===== src/rtl/syscall_print_string_if.sv =====
// Memory-read and character-sink handshakes used by the print-string syscall helper.
interface syscall_print_string_if;
  logic        mem_rd_en;
  logic [31:0] mem_addr;
  logic [31:0] mem_rdata;
  logic        mem_rvalid;
  logic        char_valid;
  logic [7:0]  char_out;
  logic        char_ready;

  modport master (
    output mem_rd_en, mem_addr, char_valid, char_out,
    input  mem_rdata, mem_rvalid, char_ready
  );

  modport slave (
    input  mem_rd_en, mem_addr, char_valid, char_out,
    output mem_rdata, mem_rvalid, char_ready
  );
endinterface


===== src/rtl/syscall_print_string.sv =====
// MIPS print-string syscall engine: walks a NUL-terminated string in data memory
// one word at a time and streams its bytes to a character sink while stalling the pipeline.
module syscall_print_string #(
  parameter int MAX_LEN = 256
) (
  input  logic                  clk,
  input  logic                  reset,
  input  logic                  start,
  input  logic [31:0]           a0,
  syscall_print_string_if.master bus,
  output logic                  stall,
  output logic                  done,
  output logic                  truncated
);

  localparam int CW = $clog2(MAX_LEN + 1);
  localparam logic [CW-1:0] CAP = CW'(MAX_LEN);

  typedef enum logic [2:0] {
    IDLE = 3'd0,
    REQ  = 3'd1,
    WAIT = 3'd2,
    EMIT = 3'd3,
    DONE = 3'd4
  } state_t;

  state_t          state;
  state_t          state_nxt;
  logic [31:0]     ptr;
  logic [31:0]     ptr_nxt;
  logic [31:0]     ptr_inc;
  logic [31:0]     word_buf;
  logic [31:0]     word_buf_nxt;
  logic [CW-1:0]   count;
  logic [CW-1:0]   count_nxt;
  logic [CW-1:0]   count_inc;
  logic            truncated_nxt;
  logic [7:0]      cur_byte;

  assign ptr_inc   = ptr + 32'd1;
  assign count_inc = count + CW'(1);

  // Big-endian byte lane picked by the low pointer bits.
  always_comb begin
    cur_byte = 8'd0;
    case (ptr[1:0])
      2'd0:    cur_byte = word_buf[31:24];
      2'd1:    cur_byte = word_buf[23:16];
      2'd2:    cur_byte = word_buf[15:8];
      2'd3:    cur_byte = word_buf[7:0];
      default: cur_byte = 8'd0;
    endcase
  end

  // State and datapath registers.
  always_ff @(posedge clk) begin
    if (reset) begin
      state     <= IDLE;
      ptr       <= 32'd0;
      count     <= '0;
      word_buf  <= 32'd0;
      truncated <= 1'b0;
    end else begin
      state     <= state_nxt;
      ptr       <= ptr_nxt;
      count     <= count_nxt;
      word_buf  <= word_buf_nxt;
      truncated <= truncated_nxt;
    end
  end

  // Next-state and output decode; stall covers the decode cycle so the pipeline freezes immediately.
  always_comb begin
    state_nxt      = state;
    ptr_nxt        = ptr;
    count_nxt      = count;
    word_buf_nxt   = word_buf;
    truncated_nxt  = truncated;
    bus.mem_rd_en  = 1'b0;
    bus.mem_addr   = 32'd0;
    bus.char_valid = 1'b0;
    bus.char_out   = 8'd0;
    stall          = 1'b0;
    done           = 1'b0;

    case (state)
      IDLE: begin
        if (start) begin
          ptr_nxt       = a0;
          count_nxt     = '0;
          truncated_nxt = 1'b0;
          stall         = 1'b1;
          state_nxt     = REQ;
        end else begin
          state_nxt = IDLE;
        end
      end

      REQ: begin
        stall         = 1'b1;
        bus.mem_rd_en = 1'b1;
        bus.mem_addr  = {ptr[31:2], 2'b00};
        state_nxt     = WAIT;
      end

      WAIT: begin
        stall = 1'b1;
        if (bus.mem_rvalid) begin
          word_buf_nxt = bus.mem_rdata;
          state_nxt    = EMIT;
        end else begin
          state_nxt = WAIT;
        end
      end

      EMIT: begin
        stall = 1'b1;
        if (cur_byte == 8'd0) begin
          state_nxt = DONE;
        end else begin
          bus.char_valid = 1'b1;
          bus.char_out   = cur_byte;
          if (bus.char_ready) begin
            ptr_nxt   = ptr_inc;
            count_nxt = count_inc;
            if (count_inc == CAP) begin
              truncated_nxt = 1'b1;
              state_nxt     = DONE;
            end else if (ptr_inc[1:0] == 2'b00) begin
              state_nxt = REQ;
            end else begin
              state_nxt = EMIT;
            end
          end else begin
            state_nxt = EMIT;
          end
        end
      end

      DONE: begin
        done      = 1'b1;
        state_nxt = IDLE;
      end

      default: begin
        state_nxt = IDLE;
      end
    endcase
  end

endmodule

===== src/flat_wrapper.sv =====
// flat-port wrapper written by rule: the top's interface ports become plain ports
module syscall_print_string_flat 
#(
  parameter int MAX_LEN = 256
)
  (clk, reset, start, a0, stall, done, truncated, bus_mem_rd_en, bus_mem_addr, bus_char_valid, bus_char_out, bus_mem_rdata, bus_mem_rvalid, bus_char_ready);
  syscall_print_string_if bus_i ();
  input  logic clk;
  input  logic reset;
  input  logic start;
  input  logic [31:0] a0;
  output logic stall;
  output logic done;
  output logic truncated;
  output wire logic [$bits(bus_i.mem_rd_en)-1:0] bus_mem_rd_en;
  output wire logic [$bits(bus_i.mem_addr)-1:0] bus_mem_addr;
  output wire logic [$bits(bus_i.char_valid)-1:0] bus_char_valid;
  output wire logic [$bits(bus_i.char_out)-1:0] bus_char_out;
  input wire logic [$bits(bus_i.mem_rdata)-1:0] bus_mem_rdata;
  input wire logic [$bits(bus_i.mem_rvalid)-1:0] bus_mem_rvalid;
  input wire logic [$bits(bus_i.char_ready)-1:0] bus_char_ready;
  assign bus_mem_rd_en = bus_i.mem_rd_en;
  assign bus_mem_addr = bus_i.mem_addr;
  assign bus_char_valid = bus_i.char_valid;
  assign bus_char_out = bus_i.char_out;
  assign bus_i.mem_rdata = bus_mem_rdata;
  assign bus_i.mem_rvalid = bus_mem_rvalid;
  assign bus_i.char_ready = bus_char_ready;
  syscall_print_string #(.MAX_LEN(MAX_LEN)) u_core (.clk(clk), .reset(reset), .start(start), .a0(a0), .bus(bus_i), .stall(stall), .done(done), .truncated(truncated));
endmodule

===== config.mk =====
export PLATFORM = sky130hd
export DESIGN_NAME = syscall_print_string_flat
export DESIGN_NICKNAME = d
export VERILOG_FILES = /design/src/rtl/syscall_print_string_if.sv /design/src/rtl/syscall_print_string.sv /design/src/flat_wrapper.sv
export SDC_FILE = /design/constraint.sdc
export NUM_CORES = 1
export LEC_CHECK = 0
export ABC_CLOCK_PERIOD_IN_PS = 4300
export CORE_MARGIN = 3
export CORE_UTILIZATION = 50
export CTS_BUF_LIST = sky130_fd_sc_hd__clkbuf_16
export DETAILED_ROUTE_END_ITERATION = 8
export HOLD_SLACK_MARGIN = 0.02
export PLACE_DENSITY_LB_ADDON = 0.12
export SLEW_MARGIN = 25
export SYNTH_ARGS = -nofsm -noshare
export SYNTH_HDL_FRONTEND = slang
export SYNTH_SLANG_ARGS = --single-unit
export TNS_END_PERCENT = 10

===== constraint.sdc =====
create_clock -name clk -period 4.3 [get_ports clk]
set_input_delay 0.43 -clock clk [delete_from_list [all_inputs] [get_ports clk]]
set_output_delay 0.43 -clock clk [all_outputs]
set_load 0.02 [all_outputs]

## Word level (Yosys, flattened, before mapping)

Index checks and enable logic that the tools add are counted.

| cells by class | value |
|---|---|
| muxes and demuxes | 30 |
| eq/ne operators | 12 |
| add/subtract/negate cells | 2 |
| reductions and logical operators | 9 |

Operators with widths:

| kind | number |
|---|---|
| $mux 32 | 4 |
| $pmux 32 s2 | 1 |
| $add 32x1->32 const B | 1 |
| $pmux 8 s4 | 1 |
| $mux 9 | 3 |
| $pmux 9 s2 | 1 |
| $mux 8 | 2 |
| $pmux 3 s4 | 1 |
| $mux 1 | 11 |
| $add 9x1->9 const B | 1 |
| $eq 9x9->1 const B | 1 |
| $mux 3 | 3 |
| $logic_not 8->1 | 1 |
| $eq 3x2->1 const B | 2 |
| $ne 2x2->1 const B | 3 |
| $reduce_and 5->1 | 1 |
| $eq 2x2->1 const B | 2 |
| $logic_not 2->1 | 2 |
| $pmux 1 s2 | 2 |
| $reduce_and 4->1 | 1 |
| $eq 3x1->1 const B | 1 |
| $eq 3x3->1 const B | 1 |
| $logic_not 3->1 | 1 |
| $reduce_or 3->1 | 1 |
| other kinds (5) | 5 |

| storage, ports and cells | value |
|---|---|
| register bits after elaboration | 77 |
| logic and storage cells | 58 |
| bits of input ports | 69 |
| output and inout bits | 45 |

## Logic depth before layout (Yosys ltp)

Gate-level depths: netlist of the first run.

| depth | value |
|---|---|
| depth after elaboration | 7 |
| gate-level depth with buffers | 11 |
| mapped depth without buffers | 8 |

## Worst setup path before layout of the first run

OpenSTA, ideal clock, no wires.

| path | value |
|---|---|
| path kind | reg-to-reg |
| start point | register u_core.ptr[0] |
| end point | register u_core.ptr[23] |
| arrival time | 2.480 ns |
| data required time | 4.183 ns |
| setup time | 0.117 ns |
| buffers on the path | 2 |
| clock period less this slack | 2.597 ns |
| path slack | 1.703 ns |
| cell stages (with the launch flop) | 11 |
| path through | dfxtp_1 -> inv_1 -> ha_1 -> buf_6 -> a222oi_1 -> a31oi_1 -> or3_1 -> buf_2 -> o31ai_4 -> nor2_1 -> a32o_1 |

| on the way | value |
|---|---|
| word-level cells in the longest chain between the ends | 5 |
| elaborated cells on any way between the ends | 12 |
| those cells by class | 1 x add/sub; 4 x eq/ne; 4 x mux; 3 x reduce/logical |

Ends and longest elaborated chain:

| what | line | text |
|---|---|---|
| start, declared | syscall_print_string.sv:29 | `logic [31:0] ptr;` |
| start signal, assigned | syscall_print_string.sv:65 | `ptr <= ptr_nxt;` |
| branches (longest 5 deep; another with $add 32x1->32) | n/a |  |

Several ways; the timed one is not identified. The select of a mux whose other input is x is not followed.
A chain may end at the register's enable or synchronous reset.

## Final worst setup path of the first run

| path | value |
|---|---|
| start point | register u_core.ptr[0] |
| end point | output bus_char_valid |

| on the way | value |
|---|---|
| word-level cells in the longest chain between the ends | 5 |
| elaborated cells on any way between the ends | 8 |
| those cells by class | 3 x eq/ne; 3 x mux; 2 x reduce/logical |

Ends and longest elaborated chain:

| what | line | text |
|---|---|---|
| $eq 2x2->1, or another cell as far along | syscall_print_string.sv:46 | `case (ptr[1:0])` |
| $pmux 8 s4 (*) | syscall_print_string.sv:46 |  |
| $logic_not 8->1 (*) | syscall_print_string.sv:118 | `if (cur_byte == 8'd0) begin` |
| $mux 1 (*) | syscall_print_string.sv:118 |  |
| $mux 1 (*) | syscall_print_string.sv:86 | `case (state)` |
| end, declared | flat_wrapper.sv:17 | `output wire logic [$bits(bus_i.char_valid)-1:0] bus_char_valid;` |

Every way passes the cells marked *; elsewhere a longest branch is shown, timed or not.

==> results.txt, run 1 <==
The final setup TNS came out at 0 ns. The via total after detailed routing is ~5000. The floorplan step set the die height to 101 um.

The critical-path maximum fanout is 8. The HPWL after detailed placement came out at 10100 um. Yosys attributes the largest share of cell area to sky130_fd_sc_hd__dfxtp_1 (34%), sky130_fd_sc_hd__nand2_1 (10%), sky130_fd_sc_hd__a21oi_1 (8.5%), sky130_fd_sc_hd__and2_1 (4.8%), sky130_fd_sc_hd__nand3_1 (3.5%). The most used flip-flop cell after synthesis is sky130_fd_sc_hd__dfxtp_1. The overall overflow remaining after global route came out at 0. Post-CTS repair changed the size of 0 cells. In the finished design, the share of the clock period the worst path needs comes to 0.853. The initial antenna violation count came out at 0. The total power came out at around 2.5 mW. Clock skew on the completed layout was measured at 0.00943 ns. The all-layer global routing usage is 0.276.

TritonCTS built the clock tree. The depth of the most critical reg-to-reg path came out at 9. The total setup violations reported at the end of the flow came out at 0. The highest achievable clock rate is about 270 MHz. By startpoint and endpoint, the worst setup path is classified as flop to output port.

The total routed wirelength came out at 14400 um. The average vias per placed instance came out at just over 6. The post-route antenna net violation count came out at 0. The share of total power in sequential cells is 0.367. The number of global-route vias before repair is 4721. The floorplan step set the die width to 101 um. In the global route stage, met2 resource usage came out at 0.440. Clock latency on the worst-skew pair, taken at its later pin, is 0.34 ns. In the final routed layout, each cell accounts on average for 17.6 um.

The DRC violation count after routing is 0. The peak supply drop came out at roughly 0.00023 V. In this run the static leakage power is 2.09 nW. After floorplanning, the core was divided into 34 placement rows. The maximum clock path buffer count came out at 2. After detailed placement, the design holds a cell count of 800. The first-pass detailed-route iteration total came out at 6. The net switching fraction of the power is 0.357.

The final critical-path required period is 3.67 ns. The final hold violation count came out at 0. The max-slew violation count came out at 0. The worst hold margin came out at 0.467 ns. The cell type contributing the most total cell area after synthesis is sky130_fd_sc_hd__dfxtp_1. The cell area after synthesis is 4550 um^2. The slew at the pin closest to its max-slew limit came out at 0.877 ns. The number of different library cells used by synthesis comes to 59. The fraction of registers with async set/reset came out at 0. Synthesis inferred 77 register bits. Clock tree synthesis selected as its root buffer the cell sky130_fd_sc_hd__clkbuf_16.

Setup repair after global routing left no endpoint under its margin. The total CTS buffers came out at 9. The fraction of final layout cells with drive strength greater than 1 came out at 0.0551. For met3 alone, demand over resource in global routing was 0.0455. The number of maximum-capacitance violations is 0. The number of buffer cells added on primary ports is approximately 110. The number of non-filler instances in the completed layout came out at 816. The initial core utilization came out at 0.519. The top-level port count came out at 114. Synthesis produced a netlist whose cell count is 623. The quantity of hold-fixing buffers added after cts is 0. The worst endpoint required time is 3.87 ns. The last weighted congestion value of the routability-driven placer came out at 0.928. The antenna diode count is 0.

In this run the number of H-tree levels came out at 3. The headroom to the max-slew limit is 0.415. The sink count of the clock tree came out at 77.

The die area is a little over 10000 um^2. After the last flow step, the layout net total stands at a little under 800. Of the total power, the clock network draws 0.327. The core box area is 8760 um^2. The area added between synthesis and finish came out at 31.0%. In this run the worst hold path is classified as flop to flop. After global routing, the most crowded layer is met2. The share of Yosys cell area claimed by the top area cell type came out at 0.339. The sequential cell area fraction in the yosys report is 0.339. The global-route wire length before repair is 22800 um.

Cell internal power was estimated by the tool at 1.63 mW. The critical path arrival is 3.24 ns. The switching power came out at 0.906 mW. The post-synthesis average cell area is 7.30 um^2. The initial DRC count is approximately 370. The critical path capture point type is an output port. The combinational cell fraction of total power is 0.306. The flow ran to the end, and the final reports show no timing, DRC or antenna violations.

Clock-pin slew was measured on the worst setup and hold paths at ~0.06 ns. The areal power density over the cells came out at between 400 and 500 nW/um^2. The number of instances on the worst hold path is 2. The number of flops mapped to enable cells by yosys is 0. The post-CTS setup-driven buffer insertion count came out at 0. The Yosys step of the flow raised 0 warnings. For this run, global-route usage on met1 was measured as 0.374. The worst setup path is launched from a flop. Entering global routing, the biggest net connects between 50 and 60 pins.
==> flip-flops by register name, summed over array words and instances (netlist names) <==
| name | flops |
|---|---|
| u_core.ptr | 32 |
| u_core.word_buf | 32 |
| u_core.count | 9 |
| u_core.state | 3 |
| u_core.truncated | 1 |
==> synthesized netlist by cell type (7+ instances only) <==
| master | number |
|---|---|
| sky130_fd_sc_hd__a21oi_1 | 77 |
| sky130_fd_sc_hd__a22o_1 | 7 |
| sky130_fd_sc_hd__a31oi_1 | 8 |
| sky130_fd_sc_hd__and2_1 | 35 |
| sky130_fd_sc_hd__and3_1 | 9 |
| sky130_fd_sc_hd__clkbuf_1 | 40 |
| sky130_fd_sc_hd__dfxtp_1 | 77 |
| sky130_fd_sc_hd__nand2_1 | 127 |
| sky130_fd_sc_hd__nand3_1 | 32 |
| sky130_fd_sc_hd__nand4_1 | 8 |
| sky130_fd_sc_hd__nor2_1 | 31 |
| sky130_fd_sc_hd__nor3_1 | 16 |
| sky130_fd_sc_hd__o211ai_1 | 10 |
| sky130_fd_sc_hd__o21ai_0 | 18 |
| sky130_fd_sc_hd__o31ai_1 | 8 |
| sky130_fd_sc_hd__o32ai_1 | 7 |
==> metal layers <==
metal  part of all wire  wire, um  vias to the layer above
met1               0.43      6180                     2399
met2               0.47      6710                      241
met5                  0         0                        -
met4              0.021       296                        0
li1                   -         -                     2412
met3              0.083      1200                       23
==> path summary, 6_finish.rpt <==
path,from,slack (ns),end
max,u_core.ptr[0],0.63,bus_char_valid
min,u_core.word_buf[13],0.47,u_core.word_buf[13]
max reg2reg,u_core.ptr[0],0.93,u_core.ptr[24]
min reg2reg,u_core.word_buf[13],0.47,u_core.word_buf[13]
==> cell type report <==
type                            instances  area (um^2)
Sequential cell                        77         1540
Fill cell                             776         2800
Clock inverter                          7         96.3
Tap cell                              108          135
Timing Repair Buffer                  121         1180
Multi-Input combinational cell        488         2760
Clock buffer                            9          225
Inverter                                6         22.5
==> power groups by stage <==
stage	clock network (mW)	logic, mW	registers (mW)
2_1_floorplan	0	0.554	0.889
3_3_place_gp	0	0.738	0.939
3_5_place_dp	0	0.759	0.942
4_1_cts	0.836	0.766	0.928
5_1_grt	0.870	0.847	0.947
6_report	0.831	0.776	0.933
==> cells in the final DEF (no fill, tap or decap), types with 10 or more instances in the layout <==
cell | netlist | final
sky130_fd_sc_hd__clkdlybuf4s50_1 | 0 | 110
sky130_fd_sc_hd__o21ai_0 | 18 | 18
sky130_fd_sc_hd__nand2_1 | 127 | 126
sky130_fd_sc_hd__nor2_1 | 31 | 31
sky130_fd_sc_hd__nor3_1 | 16 | 16
sky130_fd_sc_hd__o211ai_1 | 10 | 10
sky130_fd_sc_hd__dfxtp_1 | 77 | 77
sky130_fd_sc_hd__nand3_1 | 32 | 32
sky130_fd_sc_hd__a21oi_1 | 77 | 77
sky130_fd_sc_hd__and2_1 | 35 | 35
==> through the flow <==
step | util | area, um^2 | worst slack (ns)
floorplan | - | 4550 | 1.70
global placement | 0.642 | 5630 | 1.12
detailed placement | 0.643 | 5640 | 0.989
CTS | 0.680 | 5960 | 0.668
global route | 0.680 | 5960 | 0.460
finish | 0.680 | 5960 | 0.633
==> logic make-up (layout without fill, tap and decap cells) <==
kind of cell,count (synthesis),after routing,synth area share
AO/OA/AOI/OAI,183,183,0.266
XOR/XNOR,3,3,0.00578
AND/OR/NAND/NOR,293,293,0.311
other,1,2,0.000824
multiplexers,1,1,0.00220
flip-flops,77,77,0.339
buffers and inverters,59,143,0.0583
adder cells (fa/ha/maj),6,6,0.0165
==> worst max-delay path, stage by stage (launching register included) <==
cell,delay (ns)
sky130_fd_sc_hd__dfxtp_1,0.41
sky130_fd_sc_hd__inv_1,0.12
sky130_fd_sc_hd__ha_1,0.32
sky130_fd_sc_hd__a222oi_1,0.44
sky130_fd_sc_hd__a31oi_1,0.16
sky130_fd_sc_hd__or3_1,0.44
sky130_fd_sc_hd__nor2_1,0.37
sky130_fd_sc_hd__nor2_1,0.09
sky130_fd_sc_hd__clkdlybuf4s50_1,0.56
(Power assumes the default switching activity.)
==> run 2: changes to the inputs <==
--- a/config.mk
+++ b/config.mk
@@ -11,7 +11,7 @@
 export CTS_BUF_LIST = sky130_fd_sc_hd__clkbuf_16
 export DETAILED_ROUTE_END_ITERATION = 8
 export HOLD_SLACK_MARGIN = 0.02
-export PLACE_DENSITY_LB_ADDON = 0.12
+export PLACE_DENSITY = 0.89
 export SLEW_MARGIN = 25
 export SYNTH_ARGS = -nofsm -noshare
 export SYNTH_HDL_FRONTEND = slang
==> results.txt, run 2 (same netlist as run 1, synthesis figures left out) <==
The filler cell count is 705 (was 776). The static leakage power came to 2.08 nW (was 2.09 nW). The critical-path maximum fanout is 8 (unchanged). The quantity of hold-fixing buffers added after cts came out at 0 (unchanged). The initial DRC count is 537 (was 368).

The cell row count is 34 (unchanged). The total setup violations reported at the end of the flow came out at 0 (unchanged). Highest-count cells in the layout ignoring fill and taps: sky130_fd_sc_hd__nand2_1 (126), sky130_fd_sc_hd__clkdlybuf4s50_1 (110), sky130_fd_sc_hd__a21oi_1 (77), sky130_fd_sc_hd__dfxtp_1 (77), sky130_fd_sc_hd__and2_1 (35) (unchanged). The final-stage net count came out at 777 (was 778). The number of global-route vias before repair came out at 4784 (was 4721). The overall overflow remaining after global route is 0 (unchanged). The top-level port count is 114 (unchanged). The worst reg2reg path startpoint is u_core.ptr[0] (unchanged). The hold path startpoint is reset (was u_core.word_buf[13]).

The critical path arrival came to 3.39 ns (was 3.24 ns). The areal power density over the cells is 420 nW/um^2 (was 426 nW/um^2). The DRC violation count after routing came to 0 (unchanged). The worst clock skew is 0.00864 ns (was 0.00943 ns). The number of buffer cells added on primary ports is 111 (unchanged). The area added between synthesis and finish came out at 30.7% (was 31.0%). The final critical-path required period is 3.82 ns (was 3.67 ns).

The height of the die is 101 um (unchanged). The initial antenna violation count is 0 (unchanged). The post-CTS setup-driven buffer insertion count came to 0 (unchanged). The global-route wire length before repair came out at 22600 um (was 22800 um). RSZ-0062 raised after global routing: no (unchanged). The kind of launch point of the worst setup path is a flop (unchanged).

The antenna diode count came out at 0 (unchanged). The initial core utilization is 0.519 (unchanged). The average vias per placed instance is 6.26 (was 6.22). The final setup TNS came out at 0 ns (unchanged). The final hold violation count came out at 0 (unchanged).

The category of the most critical setup path is flop to output port (unchanged). The start point of the critical path is u_core.ptr[0] (unchanged). The slew at the pin closest to its max-slew limit came out at 0.845 ns (was 0.877 ns). The last weighted congestion value of the routability-driven placer is 0.946 (was 0.928).

The die area is 10300 um^2 (unchanged). The maximum clock path buffer count came out at 2 (unchanged). The total routed wirelength was 14300 um (was 14400 um). The worst endpoint required time is 3.87 ns (about the same). The number of maximum-capacitance violations came out at 0 (unchanged). The final critical-path setup slack is 0.480 ns (was 0.633 ns). The clock insertion delay at the later pin of the skew report came out at 0.34 ns (about the same). The routed length per instance was 17.5 um (was 17.6 um).

The largest net degree at the start of global routing came to 65 (was 51). The via total after detailed routing came out at 5102 (was 5075). The total CTS buffers is 9 (unchanged). The post-route antenna net violation count is 0 (unchanged). The worst hold margin is 0.456 ns (was 0.467 ns). The die width came out at 101 um (unchanged). The critical path capture point type is an output port (unchanged).

The max-slew violation count is 0 (unchanged). The most frequent standard cell in the layout excluding fill and tap cells is sky130_fd_sc_hd__nand2_1 (unchanged). The clock root buffer master is sky130_fd_sc_hd__clkbuf_16 (unchanged).

The number of cells upsized or downsized after cts is 0 (unchanged). The HPWL after detailed placement is 9970 um (was 10100 um). Outcome: finished clean (unchanged). Registers with the most flip-flops: u_core.ptr: 32 flops, u_core.word_buf: 32 flops, u_core.count: 9 flops (unchanged). The class of the most critical hold timing path was input port to flop (was flop to flop). The peak supply drop is 0.000260 V (was 0.000229 V). The TritonCTS clock tree is yes (unchanged).

The first-pass detailed-route iteration total is 5 (was 6). The total power came out at 2.50 mW (was 2.54 mW). The fraction of final layout cells with drive strength greater than 1 is 0.0537 (was 0.0551). The share of the cycle needed by the critical path after routing is 0.888 (was 0.853). The clock-pin transition on the worst setup and hold timing paths is 0.06 ns (about the same). The all-layer global routing usage is 0.272 (was 0.276). The pre-CTS worst setup slack is 0.824 ns (was 0.989 ns).

The core box area is 8760 um^2 (unchanged). The headroom to the max-slew limit is 0.436 (was 0.415). The deepest level of the CTS H-tree is 3 (unchanged).

The highest achievable clock rate came to 262 MHz (was 273 MHz). The sink count of the clock tree came out at 77 (unchanged).
[run 2: worst max-delay path, stage by stage, from the launching register on]
cell,delay (ns)
sky130_fd_sc_hd__dfxtp_1,0.42
sky130_fd_sc_hd__inv_1,0.12
sky130_fd_sc_hd__ha_1,0.32
sky130_fd_sc_hd__a222oi_1,0.47
sky130_fd_sc_hd__a31oi_1,0.20
sky130_fd_sc_hd__or3_1,0.46
sky130_fd_sc_hd__nor2_1,0.40
sky130_fd_sc_hd__nor2_1,0.11
sky130_fd_sc_hd__clkdlybuf4s50_1,0.57
[run 2: through the flow]
stage                util  area, um^2  cells
floorplan               -        4550    624
global placement    0.640        5610    797
detailed placement  0.640        5610    797
CTS                 0.676        5920    813
global route        0.679        5950    815
finish              0.679        5950    815
[run 2: layer usage]
layer	global-route usage	up-vias	wire length, um
met2	0.465	299	6960
li1	-	2409	-
met3	0.0427	36	1230
met1	0.340	2358	5690
met5	0	-	0
met4	0.115	0	385
[run 2: final cells by class]
| cell class | instances | area [um^2] | share of cell area |
|---|---|---|---|
| clock buffer | 9 | 225 | 0.0379 |
| clock inverter | 7 | 83.8 | 0.0141 |
| inverter | 6 | 22.5 | 0.00379 |
| multi-input combinational | 488 | 2760 | 0.463 |
| sequential | 77 | 1540 | 0.259 |
| tap | 108 | 135 | 0.0227 |
| timing repair buffer | 120 | 1180 | 0.199 |
[run 2: power by group]
group	switching, mW	internal (mW)
Combinational	0.464	0.315
Sequential	0.124	0.808
Clock	0.331	0.459
[run 2: worst paths after layout]
kind,cells after the start,endpoint,slack [ns]
setup reg to reg,9,u_core.ptr[31],1.02
hold / removal,2,u_core.ptr[26],0.46
hold reg to reg,2,u_core.word_buf[1],0.47
setup / recovery,8,bus_char_valid,0.48
